**src/rtl/bin_ser_pkg.sv**
```systemverilog
// Shared HOG histogram definitions: bin count, index width and bin width
// derivation, used by both the histogram producer and the bin serializer.
package bin_ser_pkg;

  localparam int unsigned NBINS = 9;
  localparam int unsigned IDX_W = 4;
  localparam logic [IDX_W-1:0] LAST_IDX = 4'd8;

  typedef enum logic {
    ST_IDLE = 1'b0,
    ST_SEND = 1'b1
  } state_e;

  function automatic int unsigned bin_width(input int unsigned bin_i, input int unsigned mag_f);
    return bin_i + mag_f;
  endfunction

endpackage

```
**src/rtl/bin_ser_fifo.sv**
```systemverilog
// Two-entry histogram store with read/write pointers and occupancy count.
// Entry contents are not reset; only the pointers and count are.
module bin_ser_fifo
  import bin_ser_pkg::*;
#(
  parameter int unsigned BIN_W = 20
) (
  input  logic                   clk,
  input  logic                   rst,
  input  logic                   push_i,
  input  logic                   pop_i,
  input  logic [BIN_W*NBINS-1:0] din_i,
  input  logic [IDX_W-1:0]       rd_idx_i,
  output logic [BIN_W-1:0]       head_o,
  output logic [1:0]             count_o
);

  logic [NBINS-1:0][BIN_W-1:0] mem_q [2];
  logic                        wr_ptr_q, wr_ptr_d;
  logic                        rd_ptr_q, rd_ptr_d;
  logic [1:0]                  count_q, count_d;

  // Storage write; caller guarantees push_i only when an entry is free
  always_ff @(posedge clk) begin
    if (push_i) begin
      mem_q[wr_ptr_q] <= din_i;
    end
  end

  // Pointer and occupancy next-state
  always_comb begin
    wr_ptr_d = wr_ptr_q;
    rd_ptr_d = rd_ptr_q;
    count_d  = count_q;
    if (push_i) begin
      wr_ptr_d = ~wr_ptr_q;
    end else begin
      wr_ptr_d = wr_ptr_q;
    end
    if (pop_i) begin
      rd_ptr_d = ~rd_ptr_q;
    end else begin
      rd_ptr_d = rd_ptr_q;
    end
    case ({push_i, pop_i})
      2'b10:   count_d = count_q + 2'd1;
      2'b01:   count_d = count_q - 2'd1;
      default: count_d = count_q;
    endcase
  end

  // Pointer and occupancy registers
  always_ff @(posedge clk or posedge rst) begin
    if (rst) begin
      wr_ptr_q <= 1'b0;
      rd_ptr_q <= 1'b0;
      count_q  <= 2'd0;
    end else begin
      wr_ptr_q <= wr_ptr_d;
      rd_ptr_q <= rd_ptr_d;
      count_q  <= count_d;
    end
  end

  assign head_o  = mem_q[rd_ptr_q][rd_idx_i];
  assign count_o = count_q;

endmodule

```
**src/rtl/bin_ser.sv**
```systemverilog
// Serializes packed 9-bin HOG histograms into one bin per word with a
// 2-deep histogram buffer; overflowing histograms are dropped and flagged.
module bin_ser
  import bin_ser_pkg::*;
#(
  parameter  int unsigned BIN_I = 16,
  parameter  int unsigned MAG_F = 4,
  localparam int unsigned BIN_W = bin_width(BIN_I, MAG_F)
) (
  input  logic                   clk,
  input  logic                   rst,
  input  logic                   i_valid,
  input  logic [BIN_W*NBINS-1:0] bin,
  output logic                   i_ready,
  output logic                   o_valid,
  input  logic                   o_ready,
  output logic [BIN_W-1:0]       o_bin,
  output logic [IDX_W-1:0]       o_idx,
  output logic                   o_last,
  output logic                   ovf
);

  state_e             state_q, state_d;
  logic [IDX_W-1:0]   idx_q, idx_d;
  logic               ovf_q, ovf_d;
  logic [1:0]         count_s;
  logic [BIN_W-1:0]   head_s;
  logic               free_s;
  logic               push_s;
  logic               xfer_s;
  logic               pop_s;

  assign free_s = (count_s != 2'd2);
  assign push_s = i_valid && free_s;
  assign xfer_s = (state_q == ST_SEND) && o_ready;
  assign pop_s  = xfer_s && (idx_q == LAST_IDX);

  bin_ser_fifo #(.BIN_W(BIN_W)) u_fifo (
    .clk      (clk),
    .rst      (rst),
    .push_i   (push_s),
    .pop_i    (pop_s),
    .din_i    (bin),
    .rd_idx_i (idx_q),
    .head_o   (head_s),
    .count_o  (count_s)
  );

  // FSM, bin index and sticky overflow next-state
  always_comb begin
    state_d = state_q;
    idx_d   = idx_q;
    ovf_d   = ovf_q;
    if (i_valid && !free_s) begin
      ovf_d = 1'b1;
    end else begin
      ovf_d = ovf_q;
    end
    case (state_q)
      ST_IDLE: begin
        if (push_s) begin
          state_d = ST_SEND;
        end else begin
          state_d = ST_IDLE;
        end
      end
      ST_SEND: begin
        // Last histogram leaving with nothing arriving behind it
        if (pop_s && (count_s == 2'd1) && !push_s) begin
          state_d = ST_IDLE;
        end else begin
          state_d = ST_SEND;
        end
      end
      default: state_d = ST_IDLE;
    endcase
    if (xfer_s) begin
      if (idx_q == LAST_IDX) begin
        idx_d = 4'd0;
      end else begin
        idx_d = idx_q + 4'd1;
      end
    end else begin
      idx_d = idx_q;
    end
  end

  // FSM, bin index and overflow registers
  always_ff @(posedge clk or posedge rst) begin
    if (rst) begin
      state_q <= ST_IDLE;
      idx_q   <= 4'd0;
      ovf_q   <= 1'b0;
    end else begin
      state_q <= state_d;
      idx_q   <= idx_d;
      ovf_q   <= ovf_d;
    end
  end

  assign i_ready = free_s;
  assign o_valid = (state_q == ST_SEND);
  assign o_idx   = idx_q;
  assign o_last  = (idx_q == LAST_IDX);
  assign o_bin   = o_valid ? head_s : {BIN_W{1'b0}};
  assign ovf     = ovf_q;

endmodule

```
**config.mk**
```make
export PLATFORM = sky130hd
export DESIGN_NAME = bin_ser
export DESIGN_NICKNAME = d
export VERILOG_FILES = /design/src/rtl/bin_ser_pkg.sv /design/src/rtl/bin_ser_fifo.sv /design/src/rtl/bin_ser.sv
export SDC_FILE = /design/constraint.sdc
export NUM_CORES = 1
export LEC_CHECK = 0
export ABC_CLOCK_PERIOD_IN_PS = 15400
export CAP_MARGIN = 20
export CELL_PAD_IN_SITES_DETAIL_PLACEMENT = 0
export CELL_PAD_IN_SITES_GLOBAL_PLACEMENT = 1
export CORE_MARGIN = 2
export CORE_UTILIZATION = 50
export CTS_CLUSTER_DIAMETER = 80
export DETAILED_ROUTE_END_ITERATION = 10
export HOLD_SLACK_MARGIN = 0.02
export PLACE_DENSITY = 0.87
export SYNTH_ARGS = -nofsm -noshare
export SYNTH_HDL_FRONTEND = slang
export SYNTH_SLANG_ARGS = --single-unit
```
**constraint.sdc**
```tcl
create_clock -name clk -period 15.4 [get_ports clk]
set_clock_uncertainty 0.1 [all_clocks]
set_input_delay 3.08 -clock clk [delete_from_list [all_inputs] [get_ports clk]]
set_output_delay 3.08 -clock clk [all_outputs]
set_load 0.02 [all_outputs]
```
==> results of run 1 <==
## worst paths after layout
kind                                 start                end  slack, ns  cells past startpoint
min in group asynchronous              rst                ovf       2.79                      2
max                        u_fifo.rd_ptr_q           o_bin[3]       8.13                      6
max reg2reg                       o_idx[1]  u_fifo.count_o[0]      12.39                      6
min reg2reg                            ovf                ovf       0.39                      1
max in group asynchronous              rst           o_idx[0]      12.06                      2
min                                    ovf                ovf       0.39                      1
## flip-flops by register name (all words and copies together) (netlist names)
signal and count:
o_idx 4, u_fifo.wr_ptr_q 1, u_fifo.mem_q 360, u_fifo.count_o 2, u_fifo.rd_ptr_q 1, ovf 1
o_valid 1
## cell usage in the layout, fill, tap and decap left out, types with 2 or more instances in the layout
| cell type | count |
|---|---|
| o221ai_1 | 2 |
| xor2_1 | 2 |
| nand3_1 | 3 |
| mux4_2 | 71 |
| o2111ai_1 | 2 |
| clkbuf_1 | 5 |
| o21ai_1 | 3 |
| clkbuf_16 | 39 |
| nor2b_1 | 4 |
| a22o_1 | 2 |
| nor3_1 | 2 |
| inv_1 | 6 |
| edfxtp_1 | 360 |
| a22oi_1 | 18 |
| buf_4 | 9 |
| clkinv_2 | 10 |
| mux2i_1 | 33 |
| xnor2_1 | 2 |
| clkinv_1 | 3 |
| mux2_2 | 30 |
| nand2_1 | 25 |
| a32oi_1 | 7 |
| clkinvlp_4 | 4 |
| bufinv_16 | 4 |
| dfrtp_4 | 2 |
| o22ai_1 | 7 |
| a21o_1 | 3 |
| o21ai_0 | 17 |
| clkdlybuf4s50_1 | 211 |
| diode_2 | 4 |
| nor2_1 | 2 |
| ha_1 | 5 |
| dfrtp_1 | 8 |
## critical path: cells and delay by family, from the launching register on
kind,cells,cell delay [ns]
AO/OA/AOI/OAI,2,0.48
buffers and inverters,3,1.43
flip-flops,1,1.03
multiplexers,1,0.55
## power by group through the flow
| stage | registers [mW] | logic [mW] | clock network, mW |
|---|---|---|---|
| CTS | 1.49 | 1.07 | 0.908 |
| floorplan | 1.50 | 0.734 | 0 |
| finish | 1.49 | 1.05 | 0.890 |
| global placement | 1.50 | 1.04 | 0 |
| global route | 1.52 | 1.12 | 0.946 |
| detailed placement | 1.51 | 1.06 | 0 |
## through the flow
step | worst slack, ns | power (mW) | util [%] | hold slack [ns]
floorplan | 3.93 | 2.23 | - | 0.361
global placement | 8.35 | 2.54 | 59.9 | 0.380
detailed placement | 8.67 | 2.57 | 60.0 | 0.380
CTS | 8.06 | 3.47 | 64.4 | 0.398
global route | 7.85 | 3.59 | 64.4 | 0.423
finish | 8.13 | 3.43 | 64.4 | 0.390
## layout make-up
type	instances	area (um2)	share of cell area (%)
repair buffers	221	2210	12.3
multi-input cells	248	2990	16.6
diodes	4	10.0	0.0556
well taps	378	473	2.63
inverters	7	26.3	0.146
flip-flops and latches	370	11100	61.5
clock inverters	22	220	1.22
clock buffers	44	995	5.53
## cells by family (layout without fill, tap and decap cells)
group | count (synthesis) | in the layout | share of synthesized area (%)
adder cells (fa/ha/maj) | 5 | 5 | 0.439
XOR/XNOR | 4 | 4 | 0.246
multiplexers | 134 | 134 | 15.9
AND/OR/NAND/NOR | 43 | 43 | 1.36
buffers and inverters | 41 | 294 | 1.56
AO/OA/AOI/OAI | 62 | 62 | 2.96
flip-flops | 370 | 370 | 77.5
other | 0 | 4 | 0
## layer usage
| metal | routed length (um) | share of wire [%] | track usage, % | vias up |
|---|---|---|---|---|
| met4 | 726 | 2.4 | 5.05 | 6 |
| met5 | 32 | 0.11 | 0 | - |
| met1 | 11400 | 38 | 25.0 | 3729 |
| met2 | 15200 | 50 | 34.5 | 318 |
| li1 | - | - | - | 3200 |
| met3 | 2800 | 9.3 | 6.75 | 63 |
==> run_results.csv, run 1 <==
group,metric,value,unit
floorplan,die-area,29900,um2
synthesis,avgSynthCellArea,21.6,um2
timing,max_freq,138,MHz
power_and_ir_drop,p_per_area,191,nW/um2
timing,rsz0062_at_grt,"false",
detailed_routing,drt_iter0_markers,770,
floorplan,die_x,173,um
cts,cts_tree,"yes",
timing,hold_violations,0,
timing,layout_min_cycle_time,7.27,ns
timing,period_share,47.2,%
synthesis,ys.flop_type,"edfxtp_1",
floorplan,die_h,173,um
cts,postCtsSetupBuffers,0,
placement,dp.cells,1223,
timing,worst_pin_slew,1.05,ns
synthesis,ys_ff_latch,370,
finish,nets,1075,
global_routing,grt_use_total,20.2,%
synthesis,synth_top_area_share,75.8,%
cts,clockRootBuffer,"clkbuf_16",
floorplan,core.rowCount,61,
worst_setup_path,cp_slowest_cell,"dfrtp_4",
placement,io_buffers,211,
finish,final_cell_count_no_fill,1294,
synthesis,syn-cell-area,14300,um2
global_routing,grt_pass1_vias,7915,
power_and_ir_drop,combPwrFrac,30.7,%
detailed_routing,vias,7316,
floorplan,io_pins,212,
power_and_ir_drop,power_frac_clock,25.9,%
power_and_ir_drop,ir_drop,0.159,mV
worst_setup_path,cp.arrival,4.09,ns
worst_setup_path,start_kind,"flop",
synthesis,yosysMostFrequentCell,"edfxtp_1",
cts,numCtsBuffers,38,
worst_setup_path,path_class,"reg -> out",
power_and_ir_drop,p_switching,1.03,mW
worst_setup_path,crit_chain,"buf_4 > buf_16 > mux4_2 > a22oi_1 > a32oi_1 > clkdlybuf4s50_1",
synthesis,syn_nets,848,
cts,cts_resized,0,
detailed_routing,via_per_inst,5.65,
timing,setup_viol,0,
synthesis,ys_top_cells_by_count,"edfxtp_1, mux4_2, mux2i_1",
finish,area_growth,26.1,%
synthesis,async_flop_share,2.70,%
synthesis,syn_inst,659,
flow_run,cap_violations,0,
detailed_routing,drt_wl_total,30200,um
power_and_ir_drop,switching_share,29.9,%
detailed_routing,drcViolationCount,0,
cts,cts_buffer_depth,3,
finish,fill_cells,1871,
detailed_routing,drtPass1Iterations,5,
global_routing,overflow,0,
detailed_routing,post_drt_wl_per_cell,23.3,um
placement,hpwl,19700,um
finish,drive_gt1_share,19.2,%
synthesis,synth_top_cells_by_area,"edfxtp_1, mux4_2, mux2_2",
placement,place_area,16800,um2
timing,finalMaxSlewViolations,0,
cts,hold_buffers,0,
cts,cts_max_level,2,
finish,stdcell_area,18000,um2
cts,clock_sinks,370,
placement,gp_congestion,0.774,
synthesis,yosysWarnings,0,
synthesis,yosysSeqAreaShare,77.5,%
detailed_routing,final_antenna_net_count,0,
floorplan,core_area,27900,um2
power_and_ir_drop,cell_internal_pwr,2.41,mW
power_and_ir_drop,cellLeakagePower,5.97,nW
worst_setup_path,slowest_delay,1.03,ns
power_and_ir_drop,p_seq_share,43.4,%
timing,final.setup.tns,0,ns
cts,clk_pin_slew,0.06,ns
cts,clk_latency,0.51,ns
worst_setup_path,critPathMaxFanout,50,
global_routing,grt_antenna_before_repair,7,
global_routing,grt_max_degree,78,
worst_setup_path,cp.required,12.22,ns
synthesis,synth_edf_count,360,
worst_setup_path,cp-end-kind,"output port",
synthesis,yosysTopAreaCell,"edfxtp_1",
synthesis,yosysUniqueCellTypes,35,
timing,slew_headroom,29.6,%
global_routing,grt_pass1_wl,45400,um
floorplan,start_util,51.1,%
status,status,"complete, no violations",
worst_hold_path,hold_path_class,"reg -> reg",
(Power assumes the default switching activity.)
==> run 2, diff against run 1 <==
--- a/config.mk
+++ b/config.mk
@@ -5,16 +5,16 @@
 export SDC_FILE = /design/constraint.sdc
 export NUM_CORES = 1
 export LEC_CHECK = 0
-export ABC_CLOCK_PERIOD_IN_PS = 15400
+export ABC_CLOCK_PERIOD_IN_PS = 6040
 export CAP_MARGIN = 20
 export CELL_PAD_IN_SITES_DETAIL_PLACEMENT = 0
 export CELL_PAD_IN_SITES_GLOBAL_PLACEMENT = 1
 export CORE_MARGIN = 2
-export CORE_UTILIZATION = 50
+export CORE_UTILIZATION = 42
 export CTS_CLUSTER_DIAMETER = 80
 export DETAILED_ROUTE_END_ITERATION = 10
 export HOLD_SLACK_MARGIN = 0.02
-export PLACE_DENSITY = 0.87
+export PLACE_DENSITY = 0.78
 export SYNTH_ARGS = -nofsm -noshare
 export SYNTH_HDL_FRONTEND = slang
 export SYNTH_SLANG_ARGS = --single-unit
==> constraint.sdc (replaced) <==
create_clock -name clk -period 6.04 [get_ports clk]
set_clock_uncertainty 0.1 [all_clocks]
set_input_delay 1.208 -clock clk [delete_from_list [all_inputs] [get_ports clk]]
set_output_delay 1.208 -clock clk [all_outputs]
set_load 0.02 [all_outputs]
==> run 2 against run 1 <==
Sequential share of layout area is 0.28 points lower; non-clock buffer count is 2 higher; critical path type unchanged; flip-flop and latch count stayed put; first-iteration DRC count is 38% lower; largest cell class unchanged; combinational power grew to 2.6 times the previous value; worst hold slack worse by 0.0098 ns; final area is 0.45% higher; via count is 1.8% lower; die area is 19% higher.
==> run_results.csv, run 2 (synthesis gave the netlist of run 1 again) <==
group,metric,value,unit
status,status,"complete, no violations",
cts,cts_tree,"yes",
power_and_ir_drop,ir_drop,0.343,mV
timing,slew_headroom,32.4,%
power_and_ir_drop,p_per_area,482,nW/um2
timing,max_freq,203,MHz
worst_hold_path,min_delay_path_depth,1,
placement,hpwl,20300,um
timing,finalMaxSlewViolations,0,
cts,hold_buffers,0,
cts,clock_sinks,370,
cts,numCtsBuffers,40,
global_routing,grt_pass1_wl,45700,um
detailed_routing,drt_iter0_markers,475,
worst_setup_path,cp-end-kind,"output port",
detailed_routing,final_antenna_net_count,0,
cts,clk_latency,0.52,ns
worst_setup_path,reg2regPathDepth,6,
worst_setup_path,cp_slowest_cell,"nor2b_1",
floorplan,die_h,188,um
worst_setup_path,crit_chain,"nor2b_1 > nor2b_1 > a22oi_1 > o21ai_1 > clkdlybuf4s50_1",
cts,cts_buffer_depth,3,
finish,largest_register_ffs,360,
worst_setup_path,cp.required,4.73,ns
floorplan,core_area,33400,um2
worst_hold_path,hold_path_class,"reg -> reg",
detailed_routing,drcViolationCount,0,
cts,cts_resized,0,
global_routing,grt_antenna_before_repair,7,
worst_setup_path,cpMostUsedCell,"nor2b_1",
timing,hold_violations,0,
placement,dp.cells,1296,
floorplan,die-area,35500,um2
worst_setup_path,cp.arrival,3.61,ns
cts,clk_pin_slew,0.06,ns
finish,area_growth,26.7,%
floorplan,core.rowCount,67,
timing,worst_pin_slew,1.01,ns
placement,io_buffers,211,
finish,mostFrequentLayoutCell,"edfxtp_1",
detailed_routing,drtPass1Iterations,5,
floorplan,start_util,42.6,%
detailed_routing,via_per_inst,5.24,
detailed_routing,drt_wl_total,30500,um
cts,postCtsSetupBuffers,0,
finish,nets,1079,
timing,period_share,81.5,%
worst_setup_path,critPathMaxFanout,13,
finish,most-common-layout-cells,"edfxtp_1, clkdlybuf4s50_1, mux4_2, clkbuf_16, mux2i_1",
worst_setup_path,start_kind,"flop",
cts,cts_max_level,2,
detailed_routing,post_drt_wl_per_cell,22.3,um
floorplan,io_pins,212,
global_routing,overflow,0,
finish,regMostFlops,"u_fifo.mem_q",
finish,drive_gt1_share,18.6,%
power_and_ir_drop,cellLeakagePower,5.96,nW
placement,place_ws,1.67,ns
placement,gp_congestion,0.805,
timing,setup_slack,1.12,ns
global_routing,grt_use_total,17.2,%
worst_setup_path,path_class,"reg -> out",
global_routing,grt_pass1_vias,7743,
floorplan,die_x,188,um
cts,clockRootBuffer,"clkbuf_16",
timing,final.setup.tns,0,ns
timing,rsz0062_at_grt,"false",
worst_setup_path,slowest_delay,0.88,ns
finish,final_cell_count_no_fill,1370,
timing,setup_viol,0,
flow_run,cap_violations,0,
timing,layout_min_cycle_time,4.92,ns
detailed_routing,vias,7182,
global_routing,grt_max_degree,93,
## run 2: changes by cell type in the layout (fill, tap and decap cells not counted), sizes merged
cell | previous run | this run
clkinvlp | 4 | 3
inv | 8 | 9
clkinv | 13 | 11
buf | 10 | 12
clkbuf | 44 | 53
bufinv | 4 | 1
## run 2: layer usage
layer / up-vias / track usage (%) / share of wire (%)
met5: - / 0 / 0.21
met4: 10 / 3.76 / 1.5
met3: 49 / 6.41 / 10
met2: 265 / 27.9 / 48
met1: 3633 / 22.3 / 39
li1: 3225 / - / -
## run 2: metrics by stage
| stage | hold slack [ns] | total power [mW] | util (%) | area (um2) |
|---|---|---|---|---|
| floorplan | 0.373 | 5.62 | - | 14300 |
| global placement | 0.343 | 6.57 | 50.5 | 16900 |
| detailed placement | 0.363 | 6.62 | 50.5 | 16900 |
| CTS | 0.375 | 8.85 | 54.0 | 18100 |
| global route | 0.388 | 9.14 | 54.0 | 18100 |
| finish | 0.381 | 8.72 | 54.0 | 18100 |
## run 2: power by group
| group | internal, mW | switching [mW] | leakage [nW] |
|---|---|---|---|
| Sequential | 3.50 | 0.273 | 3.46 |
| Combinational | 1.28 | 1.44 | 1.92 |
| Clock | 1.29 | 0.931 | 0.572 |
| Total | 6.08 | 2.64 | 5.96 |
## run 2: cell type report
class | instances | area, um2
tap | 448 | 561
inverter | 7 | 26.3
clock buffer | 53 | 1070
clock inverter | 17 | 118
timing repair buffer | 223 | 2230
fill | 2613 | 15400
sequential | 370 | 11100
antenna | 4 | 10.0
multi-input combinational | 248 | 2990
## run 2: final timing paths
kind / start / to / slack [ns]
max reg2reg: u_fifo.count_o[0] / u_fifo.mem_q[0][66] / 3.15
min reg2reg: ovf / ovf / 0.38
min: ovf / ovf / 0.38
max in group asynchronous: rst / o_idx[0] / 4.57
max: o_valid / o_bin[15] / 1.12
min in group asynchronous: rst / u_fifo.count_o[0] / 0.91
## run 2: critical path, delay by kind of cell, from the launching register on
kind	cells	cell delay [ns]
buffers and inverters	1	0.68
and+or+nand+nor	2	1.46
DFF	1	0.50
AOI/OAI and AO/OA	2	0.43
==> run 3, diff against run 2 <==
--- a/config.mk
+++ b/config.mk
@@ -5,7 +5,7 @@
 export SDC_FILE = /design/constraint.sdc
 export NUM_CORES = 1
 export LEC_CHECK = 0
-export ABC_CLOCK_PERIOD_IN_PS = 6040
+export ABC_CLOCK_PERIOD_IN_PS = 4300
 export CAP_MARGIN = 20
 export CELL_PAD_IN_SITES_DETAIL_PLACEMENT = 0
 export CELL_PAD_IN_SITES_GLOBAL_PLACEMENT = 1
==> constraint.sdc (replaced) <==
create_clock -name clk -period 4.3 [get_ports clk]
set_clock_uncertainty 0.1 [all_clocks]
set_input_delay 0.86 -clock clk [delete_from_list [all_inputs] [get_ports clk]]
set_output_delay 0.86 -clock clk [all_outputs]
set_load 0.02 [all_outputs]
==> run 3 against run 2 <==
Clock-buffer cell count down 2; power up 42%; sequential share of layout area down 0.60 points; die area unchanged; final area up 0.99%; worst setup slack worse by 0.90 ns; critical path depth up 1; global-route usage up 0.30 points; worst hold slack worse by 0.011 ns; combinational power up 49%; largest power group unchanged.
==> run_results.csv, run 3 (synthesis gave the netlist of run 1 again) <==
group,metric,value,unit
status,status,"complete, no violations",
placement,io_buffers,211,
finish,most-common-layout-cells,"edfxtp_1, clkdlybuf4s50_1, mux4_2, clkbuf_16, mux2i_1",
worst_setup_path,path_class,"reg -> out",
worst_setup_path,cp.required,3.34,ns
global_routing,overflow,0,
global_routing,grt_use_met1,22.6,%
floorplan,die_h,188,um
cts,clk_latency,0.52,ns
timing,hold_slack,0.370,ns
power_and_ir_drop,p_switching,3.69,mW
timing,hold_violations,0,
detailed_routing,drtPass1Iterations,5,
placement,gp_congestion,0.761,
floorplan,core.rowCount,67,
finish,drive_gt1_share,19.7,%
worst_setup_path,cp.arrival,3.12,ns
timing,layout_min_cycle_time,4.08,ns
floorplan,io_pins,212,
cts,cts_tree,"yes",
detailed_routing,drt_wl_total,30900,um
worst_hold_path,hold_path_class,"reg -> reg",
global_routing,grt_max_degree,61,
timing,slew_headroom,52.8,%
worst_hold_path,min_delay_path_depth,1,
cts,postCtsSetupBuffers,0,
worst_setup_path,cp-end-kind,"output port",
power_and_ir_drop,p_total,12.4,mW
worst_setup_path,r2r-end,"u_fifo.count_o[1]",
power_and_ir_drop,cellLeakagePower,6.06,nW
worst_hold_path,hold_path_end,"ovf",
global_routing,grt_use_total,17.5,%
global_routing,grt_antenna_before_repair,5,
finish,area_growth,28.0,%
finish,nets,1095,
power_and_ir_drop,p_seq_share,41.9,%
detailed_routing,final_antenna_net_count,0,
finish,mostFrequentLayoutCell,"edfxtp_1",
power_and_ir_drop,p_per_area,679,nW/um2
finish,antenna_cells,0,
finish,largest_register_ffs,360,
timing,rsz0062_at_grt,"false",
timing,setup_slack,0.222,ns
power_and_ir_drop,cell_internal_pwr,8.70,mW
floorplan,start_util,42.6,%
timing,setup_viol,0,
worst_setup_path,reg2regPathDepth,8,
cts,clk_pin_slew,0.05,ns
global_routing,grt_pass1_wl,46400,um
flow_run,cap_violations,0,
detailed_routing,vias,7241,
timing,finalMaxSlewViolations,0,
worst_hold_path,hp-start,"ovf",
global_routing,met3_usage,4.79,%
detailed_routing,drt_iter0_markers,428,
detailed_routing,drcViolationCount,0,
cts,clock_sinks,370,
finish,regMostFlops,"u_fifo.mem_q",
finish,utilization,54.6,%
floorplan,core_area,33400,um2
placement,hpwl,21000,um
power_and_ir_drop,power_frac_clock,25.4,%
cts,clockRootBuffer,"clkbuf_16",
timing,worst_pin_slew,0.708,ns
worst_setup_path,rrSetupSlack,1.79,ns
detailed_routing,post_drt_wl_per_cell,22.4,um
timing,period_share,94.8,%
timing,max_freq,245,MHz
floorplan,die-area,35500,um2
cts,numCtsBuffers,40,
global_routing,use_met2,29.4,%
worst_setup_path,critPathMaxFanout,12,
timing,final.setup.tns,0,ns
worst_setup_path,start_kind,"flop",
power_and_ir_drop,switching_share,29.8,%
cts,cts_max_level,2,
detailed_routing,via_per_inst,5.25,
placement,place_ws,0.649,ns
power_and_ir_drop,ir_drop,0.414,mV
cts,cts_buffer_depth,3,
power_and_ir_drop,combPwrFrac,32.8,%
global_routing,grt_pass1_vias,7957,
global_routing,grt.busiest_layer,"met2",
worst_setup_path,reg2reg_from,"o_idx[0]",
floorplan,die_x,188,um
==> run 3: cell count changes in the layout (fill, tap and decap cells not counted), sizes merged <==
cell	delta
bufinv	+1
clkbuf	-2
diode	-4
clkinvlp	-1
buf	+16
inv	-1
==> run 3: area by class of cell <==
class / count / area (um2)
clock inverters: 16 / 128
fillers: 2574 / 15200
repair buffers: 239 / 2410
inverters: 7 / 26.3
flip-flops and latches: 370 / 11100
well taps: 448 / 561
clock buffers: 51 / 1060
multi-input cells: 248 / 2990
==> run 3: worst max-delay path, stage by stage, from the launching register on <==
cell	delay, ns
dfrtp_4	0.57
buf_4	0.30
mux4_2	0.53
mux2_2	0.32
a22oi_1	0.20
o21ai_0	0.11
clkdlybuf4s50_1	0.57
==> run 3: power groups by stage <==
| stage | clock, mW | combinational, mW | sequential [mW] |
|---|---|---|---|
| 2_1_floorplan | 0 | 2.63 | 5.22 |
| 4_1_cts | 3.22 | 4.16 | 5.21 |
| 3_3_place_gp | 0 | 4.13 | 5.23 |
| 5_1_grt | 3.36 | 4.38 | 5.26 |
| 3_5_place_dp | 0 | 4.15 | 5.28 |
| 6_report | 3.14 | 4.06 | 5.19 |
==> run 3: worst max path at each step <==
stage,start,to,slack [ns]
6_report,u_fifo.rd_ptr_q,o_bin[10],0.22
3_5_place_dp,u_fifo.rd_ptr_q,o_bin[0],0.65
2_1_floorplan,i_valid,u_fifo.mem_q[0][0],0.11
4_1_cts,u_fifo.rd_ptr_q,o_bin[0],0.1
3_3_place_gp,u_fifo.rd_ptr_q,o_bin[0],0.69
5_1_grt,u_fifo.rd_ptr_q,o_bin[10],0.03
==> run 3: timing repair <==
action / in CTS / in global routing
gates resized for setup: 0 / 1
hold buffers: 0 / 0
setup endpoints to repair: 0 / 1
==> run 3: routing by layer <==
layer  vias up  wire length (um)
met5         -                66
met4        10               610
met3        55              2550
met2       282             15300
met1      3647             12300
li1       3247                 -
==> run 3: through the flow <==
step                      instance area [um2]  instances
final                                   18300       1379
after global routing                    18300       1379
after CTS                               18300       1379
after detailed placement                17100       1312
after global placement                  17100       1312
after floorplan                         14300        659
